File: src/rtl/vote_session_ctrl.sv
// vote_session_ctrl: collects four station ballots over valid/ack, drives the voter and latches its result.
// Optional session timeout is enabled by defining VOTE_TIMEOUT_EN.
module vote_session_ctrl #(
    parameter int TIMEOUT_CYCLES = 64,
    parameter int TIMER_W        = $clog2(TIMEOUT_CYCLES)
) (
    input  logic       clk,
    input  logic       rst_n,
    input  logic       start,
    input  logic       clear,
    input  logic [3:0] vote_valid,
    input  logic [3:0] vote_val,
    output logic [3:0] vote_ack,
    output logic [3:0] voter_i,
    input  logic [2:0] voter_o,
    output logic [2:0] result,
    output logic       result_valid,
    output logic [3:0] voted_mask,
    output logic       busy,
    output logic       timed_out,
    output logic       dup_seen
);
    typedef enum logic [1:0] {IDLE, OPEN, EVAL, DONE} state_t;

    state_t     state_q, state_d;
    logic [3:0] ballot_q, ballot_d, mask_q, mask_d, ack_q, ack_d;
    logic [2:0] result_q, result_d;
    logic       rv_q, rv_d, to_q, to_d, dup_q, dup_d;
    logic [3:0] accept, mask_nxt;
    logic       expire, open_start;

    assign open_start = state_q == IDLE && start && !clear;
    assign accept     = (state_q == OPEN) ? vote_valid & ~mask_q : 4'b0000;
    assign mask_nxt   = mask_q | accept;

`ifdef VOTE_TIMEOUT_EN
    localparam logic [TIMER_W-1:0] LAST = TIMER_W'(TIMEOUT_CYCLES - 1);
    logic [TIMER_W-1:0] timer_q, timer_d;

    assign expire = state_q == OPEN && timer_q == LAST;

    // Timer is held at zero in IDLE so every session starts from a fresh count.
    always_comb begin
        timer_d = (state_q == IDLE) ? '0 :
                  (state_q == OPEN && timer_q != LAST) ? timer_q + 1'b1 : timer_q;
    end

    always_ff @(posedge clk or negedge rst_n) begin
        if (!rst_n) timer_q <= '0;
        else        timer_q <= timer_d;
    end
`else
    logic unused_timeout_cfg;

    assign expire             = 1'b0;
    assign unused_timeout_cfg = ^TIMER_W'(TIMEOUT_CYCLES - 1);
`endif

    always_ff @(posedge clk or negedge rst_n) begin
        if (!rst_n) state_q <= IDLE;
        else        state_q <= state_d;
    end

    always_comb begin
        state_d = state_q;
        if (clear) state_d = IDLE;
        else begin
            case (state_q)
                IDLE:    state_d = start ? OPEN : IDLE;
                OPEN:    state_d = (mask_nxt == 4'hF || expire) ? EVAL : OPEN;
                EVAL:    state_d = DONE;
                default: state_d = DONE;
            endcase
        end
    end

    always_comb begin
        busy    = state_q == OPEN || state_q == EVAL;
        voter_i = (state_q == EVAL || state_q == DONE) ? ballot_q : 4'b0000;
    end

    // clear outranks everything, so a vote arriving with clear is neither acked nor stored.
    always_comb begin
        ack_d    = clear ? 4'b0000 : accept;
        mask_d   = (clear || open_start) ? 4'b0000 : mask_nxt;
        ballot_d = open_start ? 4'b0000 :
                   clear ? ballot_q : (ballot_q & ~accept) | (vote_val & accept);
        dup_d    = (clear || open_start) ? 1'b0 :
                   dup_q | (state_q == OPEN && |(vote_valid & mask_q));
        to_d     = (clear || open_start) ? 1'b0 : to_q | (expire && mask_nxt != 4'hF);
        result_d = clear ? 3'b000 : (state_q == EVAL) ? voter_o : result_q;
        rv_d     = clear ? 1'b0 : rv_q | (state_q == EVAL);
    end

    always_ff @(posedge clk or negedge rst_n) begin
        if (!rst_n) begin
            ballot_q <= 4'b0000;
            mask_q   <= 4'b0000;
            ack_q    <= 4'b0000;
            result_q <= 3'b000;
            rv_q     <= 1'b0;
            to_q     <= 1'b0;
            dup_q    <= 1'b0;
        end else begin
            ballot_q <= ballot_d;
            mask_q   <= mask_d;
            ack_q    <= ack_d;
            result_q <= result_d;
            rv_q     <= rv_d;
            to_q     <= to_d;
            dup_q    <= dup_d;
        end
    end

    assign vote_ack     = ack_q;
    assign voted_mask   = mask_q;
    assign result       = result_q;
    assign result_valid = rv_q;
    assign timed_out    = to_q;
    assign dup_seen     = dup_q;
endmodule

File: config.mk
export PLATFORM = sky130hd
export DESIGN_NAME = vote_session_ctrl
export DESIGN_NICKNAME = d
export VERILOG_FILES = /design/src/rtl/vote_session_ctrl.sv
export SDC_FILE = /design/constraint.sdc
export NUM_CORES = 1
export LEC_CHECK = 0
export ABC_AREA = 0
export CAP_MARGIN = 20
export CORE_MARGIN = 2
export CORE_UTILIZATION = 60
export CTS_CLUSTER_DIAMETER = 60
export CTS_CLUSTER_SIZE = 20
export DETAILED_ROUTE_END_ITERATION = 12
export DONT_BUFFER_PORTS = 1
export GPL_ROUTABILITY_DRIVEN = 1
export PLACE_DENSITY_LB_ADDON = 0.15
export SETUP_SLACK_MARGIN = 0.2
export SLEW_MARGIN = 20
export SYNTH_ARGS = -nofsm -noshare
export SYNTH_HDL_FRONTEND = slang
export SYNTH_SLANG_ARGS = --single-unit
File: constraint.sdc
create_clock -name clk -period 4.2 [get_ports clk]
set_input_delay 1.05 -clock clk [delete_from_list [all_inputs] [get_ports clk]]
set_output_delay 1.05 -clock clk [all_outputs]
set_load 0.005 [all_outputs]
==> results of run 1 <==
[metrics by stage]
stage                     hold WS [ns]  std cells
after floorplan                  0.465         88
after global placement           0.482        100
after detailed placement         0.491        100
after CTS                        0.436        104
after global routing             0.416        104
final                            0.442        104
[placed cells by master, fill, tap and decap left out]
master,count
nor4_2,1
nor2_1,19
dfrtp_1,19
a22o_1,4
nand3b_1,4
a22oi_1,2
ha_1,5
inv_1,3
clkinv_2,1
a21boi_0,1
nor2b_1,4
a21o_1,5
a21oi_2,2
nand2_1,1
a21oi_1,5
a31o_1,1
clkbuf_4,3
o22ai_1,2
o21a_1,1
mux2i_1,3
nor3_1,1
conb_1,1
[final timing paths]
check                      slack, ns  cells past startpoint                       to
max                             1.67                      4               voter_i[0]
min                             0.44                      0  voted_mask[3]$_DFF_PN0_
max reg2reg                     2.65                      5  ballot_q[0]$_DFFE_PN0P_
min reg2reg                     0.51                      1  ballot_q[1]$_DFFE_PN0P_
max in group asynchronous       3.69                      0  voted_mask[2]$_DFF_PN0_
min in group clk                0.51                      1  ballot_q[1]$_DFFE_PN0P_
[state kept, by name (all words and copies together), names as in the netlist]
signal	flops
dup_seen	1
result	3
vote_ack	4
voted_mask	4
result_valid	1
state_q	2
ballot_q	4
[critical path: cells and delay by family, from the launching register on]
kind | cells | cell delay, ns
flip-flops | 1 | 0.41
adder cells (fa/ha/maj) | 1 | 0.29
buffers and inverters | 1 | 0.08
AND/OR/NAND/NOR | 2 | 0.42
[kinds of logic after synthesis]
logic type	synth area share, %
buf+inv	3.54
compound gates	18.1
mux	3.27
other cells	0.408
flops	51.8
simple gates	16.1
fa+ha+maj	6.81
[area by class of cell]
cell class	count	area (µm²)	share of cell area, %
multi-input cells	62	410	43.4
inverters	3	11.3	1.19
well taps	16	20.0	2.12
flip-flops and latches	19	475	50.3
clock inverters	1	5.00	0.530
clock buffers	3	22.5	2.38
[metal layers]
metal | vias up | track usage, % | part of all wire (%)
met5 | - | 0 | 0
met4 | 0 | 7.27 | 0.69
met3 | 2 | 5.11 | 6.7
met2 | 23 | 30.4 | 49
met1 | 303 | 25.1 | 43
li1 | 300 | - | -
[power by group]
part	leakage, nW	internal (mW)	switching, mW	total (mW)
Sequential	0.258	0.221	0.0320	0.253
Clock	0.0177	0.0353	0.0538	0.0891
Combinational	0.169	0.0760	0.104	0.180
==> metrics.md, run 1 <==
| Metric | Value |
|---|---|
| I/O Buffers | `0` |
| Initial core utilization | `a little over three fifths` |
| Synth cell count leaders | `19 x dfrtp_1, 19 x nor2_1, 5 x a21o_1, 5 x a21oi_1, 5 x ha_1` |
| Crit path max-delay cell type | `dfrtp_1` |
| LEAKAGE | `0.445 nW` |
| Core Box Area | `approximately 1500 µm²` |
| FFs w/ async S/R, synth | `100%` |
| Pre-CTS setup slack | `roughly 2.0 ns` |
| Post-route cell area | `945 µm²` |
| FF-to-FF Start | `state_q[1]$_DFF_PN0_` |
| Finish-stage setup viols | `0` |
| Fill cells | `~120` |
| Die area | `about 1900 µm²` |
| PostCTS Resize Cnt | `0` |
| GRT Util Overall | `about a fifth` |
| Final core occ | `64.2%` |
| CP Launch Point | `state_q[0]$_DFF_PN0_` |
| RSZ-0062 raised after global routing | `false` |
| Max-cap violations | `0` |
| Clock transition at path regs | `roughly 0.11 ns` |
| Tot Pwr | `0.522 mW` |
| Final period util | `between 60% and 70%` |
| Vias post-DR | `around 630` |
| Gate Count Post-Synth | `88` |
| GPL Wtd Cong | `around 0.71` |
| Syn Std Cell Area | `918 µm²` |
| Worst VDD drop | `between 0.2 and 0.3 mV` |
| DRT iter0 DRCs | `17` |
| Critical path class | `flop to output port` |
| Detailed-route wire length per cell | `approximately 15 µm` |
| Post-DR vias/cell | `just over 6` |
| Area contributors post-synth | `dfrtp_1 52%, nor2_1 7.8%, ha_1 6.8%` |
| Status | `completed` |
| Synthesis warning total | `0` |
| H-tree depth | `1` |
| Cell variety after synth | `23` |
| Placed cell areas | `approximately 900 µm²` |
| Max Fclk | `slightly below 400 MHz` |
| Number of global-route vias before repair | `a little over 600` |
| Top Ports | `34` |
| Fin worst setup slack | `about 1.7 ns` |
| Global-route wire length before repair | `2.69 mm` |
| Setup Skew | `0.00178 ns` |
| Yosys reg bits | `19` |
| CP required | `between 3 and 4 ns` |
| Setup TNS | `0 ns` |
| Antenna diode count | `0` |
| Post-route minimum period | `about 2.5 ns` |
| CP Cell Sequence | `inv_1 > ha_1 > nor2_1 > nor2b_1` |
| DRT Pass-1 Iters | `4` |
| Final Hold Fails | `0` |
| P per Cell Area | `between 500 and 600 nW/µm²` |
| Crit-path max cell delay | `between 0.4 and 0.5 ns` |
| Sink Count | `19` |
| Gr ovfl total | `0` |
| Die Height | `43.1 µm` |
| # hold bufs at CTS | `0` |
| EDFF count, synth | `0` |
| Layout area overhead | `2.86%` |
| Yosys top cell area share | `about half` |
| Main flop type after synthesis | `dfrtp_1` |
| Root Driver | `clkbuf_4` |
| Num CTS Buffers | `3` |
| Post-CTS setup buffers | `0` |
| Routed Antenna Nets | `0` |
| Post-synth top area cell | `dfrtp_1` |
| Final nets | `109` |
| Critical Path Fanout Max | `5` |
| Die Span X | `approximately 43 µm` |
| Critical Path Source Type | `flop` |
| Crit path capture type | `output port` |
| Largest net degree at the start of global routing | `20` |
| Crit path DAT | `approximately 1.5 ns` |
| Initial antenna violation count | `0` |
| DRC violations left | `0` |
| Hold Path Class | `primary input to asynchronous set/reset pin` |
| Layout cells sized above 1 | `~8.0%` |
| Clk Latency, worst-skew pair | `about 0.28 ns` |
| Hpwl dp | `1.21 mm` |
| Max Transition Viols Final | `0` |
| CTS tree | `built` |
| Syn Area/Cell | `approximately 10 µm²` |
| Final WL | `about 1.6 mm` |
| Bufs on Longest Clock Path | `2` |
| FP Rows | `14` |
| Seq/Total Area, Yosys | `approximately half` |
| Net Count, Synth | `approximately 110` |
No activity file was read; power rests on OpenSTA's default activity.
==> run 2, diff against run 1 <==
Settings changed: CORE_UTILIZATION 60 to 53.
Clock period 4.2 ns to 2.2 ns, I/O delays scaled along.
==> metrics.md, run 2 (synthesized netlist as in run 1, its figures left out) <==
| Metric | Value |
|---|---|
| CP Launch Point | `state_q[0]$_DFF_PN0_` |
| Bufs on Longest Clock Path | `2` |
| Detailed-route wire length per cell | `approximately 16 µm` |
| Max Fclk | `around 550 MHz` |
| I/O Buffers | `0` |
| DRT Pass-1 Iters | `4` |
| FP Rows | `15` |
| Hold Path Class | `primary input to flop` |
| Fill cells | `145` |
| CP required | `approximately 1.7 ns` |
| Post-DR vias/cell | `5.94` |
| FF-to-FF Start | `state_q[1]$_DFF_PN0_` |
| Critical path class | `flop to output port` |
| Flip-flop and latch area | `approximately 480 µm²` |
| Clk Latency, worst-skew pair | `0.30 ns` |
| H-tree depth | `1` |
| Setup TNS | `0 ns` |
| Layout cells sized above 1 | `around a tenth` |
| Finish-stage setup viols | `0` |
| Reg2reg setup slack | `0.61 ns` |
| Most frequent cells in the layout | `19 x dfrtp_1, 18 x nor2_1, 5 x a21o_1, 5 x a21oi_1` |
| Root Driver | `clkbuf_4` |
| LEAKAGE | `~0.45 nW` |
| CTS tree | `built` |
| Most common cell after layout, fill and taps aside | `dfrtp_1` |
| Crit path DAT | `1.27 ns` |
| Critical Path Source Type | `flop` |
| Setup Skew | `0.00131 ns` |
| Die Height | `45.6 µm` |
| Worst-case reg-to-reg path depth | `5` |
| Initial core utilization | `a little over half` |
| Post-route minimum period | `between 1.5 and 2 ns` |
| Placed Cells incl. Taps | `a little over 100` |
| Post-route cell area | `~1000 µm²` |
| Max-slew headroom | `about 44%` |
| DRT iter0 DRCs | `5` |
| Core Box Area | `roughly 1700 µm²` |
| Met2 Use GR | `about 25%` |
| Vias post-DR | `630` |
| Final period util | `between 80% and 90%` |
| Placed cell areas | `roughly 920 µm²` |
| DRC violations left | `0` |
| Crit path capture type | `output port` |
| Post-Layout Cell Count | `between 100 and 150` |
| Clock transition at path regs | `between 0.1 and 0.15 ns` |
| Status | `completed` |
| Routed Antenna Nets | `0` |
| GPL Wtd Cong | `between 0.7 and 0.8` |
| Number of global-route vias before repair | `556` |
| Max-cap violations | `0` |
| Final nets | `110` |
| Worst setup endpoint | `voter_i[1]` |
| Worst Tran Pin Value | `between 0.8 and 0.9 ns` |
| Met3 Use GR | `under 10%` |
| Max Transition Viols Final | `0` |
| GR Layer Usage met1 | `about a quarter` |
| Layout area overhead | `6.27%` |
| P per Cell Area | `1060 nW/µm²` |
| Die Span X | `~46 µm` |
| Antenna diode count | `0` |
| Die area | `2080 µm²` |
| Initial antenna violation count | `0` |
| Final Hold Fails | `0` |
| Global-route wire length before repair | `~2.5 mm` |
| Top Ports | `34` |
| Sink Count | `19` |
| Multi-input gate area | `between 400 and 500 µm²` |
| GRT Util Overall | `between 15 and 20%` |
| Num CTS Buffers | `3` |
| Critical Path Fanout Max | `5` |
| Gr ovfl total | `0` |
| Largest net degree at the start of global routing | `20` |
| RSZ-0062 raised after global routing | `false` |
| Post-CTS setup buffers | `0` |
| Hpwl dp | `approximately 1.2 mm` |
| Worst VDD drop | `between 0.6 and 0.7 mV` |
| Top Usage Layer GRT | `met2` |
| R2r endpoint | `ballot_q[0]$_DFFE_PN0P_` |
| Final WL | `about 1.7 mm` |
[run 2: cell count changes in the layout (fill, tap and decap cells not counted), sizes merged]
cell / delta
dlygate4sd3: +1
[run 2: metal layers]
layer | vias up | wire, µm
li1 | 308 | -
met5 | - | 0
met1 | 294 | 751
met3 | 4 | 109
met2 | 24 | 785
met4 | 0 | 26
[run 2: worst max-delay path, cell delays in order (launching register included)]
cell and delay, ns:
dfrtp_1 0.43, inv_1 0.13, ha_4 0.20, nor2_4 0.06, nor2b_1 0.14
[run 2: cell type report]
cell class,count,area share [%]
Tap cell,17,2.18
Multi-Input combinational cell,62,44.1
Sequential cell,19,48.7
Clock inverter,1,0.513
Clock buffer,3,2.31
Timing Repair Buffer,1,1.03
Inverter,3,1.15
[run 2: per-stage QoR]
stage | hold WS (ns) | util (%) | setup slack, ns | power [mW]
after floorplan | 0.254 | - | 0.580 | 0.768
after global placement | 0.255 | 55.0 | 0.521 | 0.828
after detailed placement | 0.255 | 55.0 | 0.471 | 0.837
after CTS | 0.290 | 57.4 | 0.215 | 1.03
after global routing | 0.277 | 58.4 | 0.251 | 1.12
final | 0.301 | 58.4 | 0.377 | 1.04
[run 2: report_power, final]
part / switching, mW / total [mW] / internal (mW)
Combinational: 0.213 / 0.373 / 0.160
Clock: 0.110 / 0.178 / 0.0678
Sequential: 0.0663 / 0.488 / 0.422
Total: 0.389 / 1.04 / 0.650
[run 2: worst min path at each step]
stage          cells past startpoint  slack, ns                 endpoint   from
3_5_place_dp                       0       0.25    result[0]$_DFFE_PN0P_  rst_n
5_1_grt                            1       0.28    vote_ack[0]$_DFF_PN0_  clear
3_3_place_gp                       0       0.25   result_valid$_DFF_PN0_  rst_n
6_report                           1       0.30   result_valid$_DFF_PN0_  clear
4_1_cts                            1       0.29    vote_ack[0]$_DFF_PN0_  clear
2_1_floorplan                      0       0.25  ballot_q[0]$_DFFE_PN0P_  rst_n
[run 2: what timing repair did]
action | in CTS | in global routing
endpoints found under the hold margin | 19 | 0
cloned | 0 | 0
hold buffers | 1 | 0
endpoints found under the setup margin | 4 | 4
gates resized for setup | 1 | 3
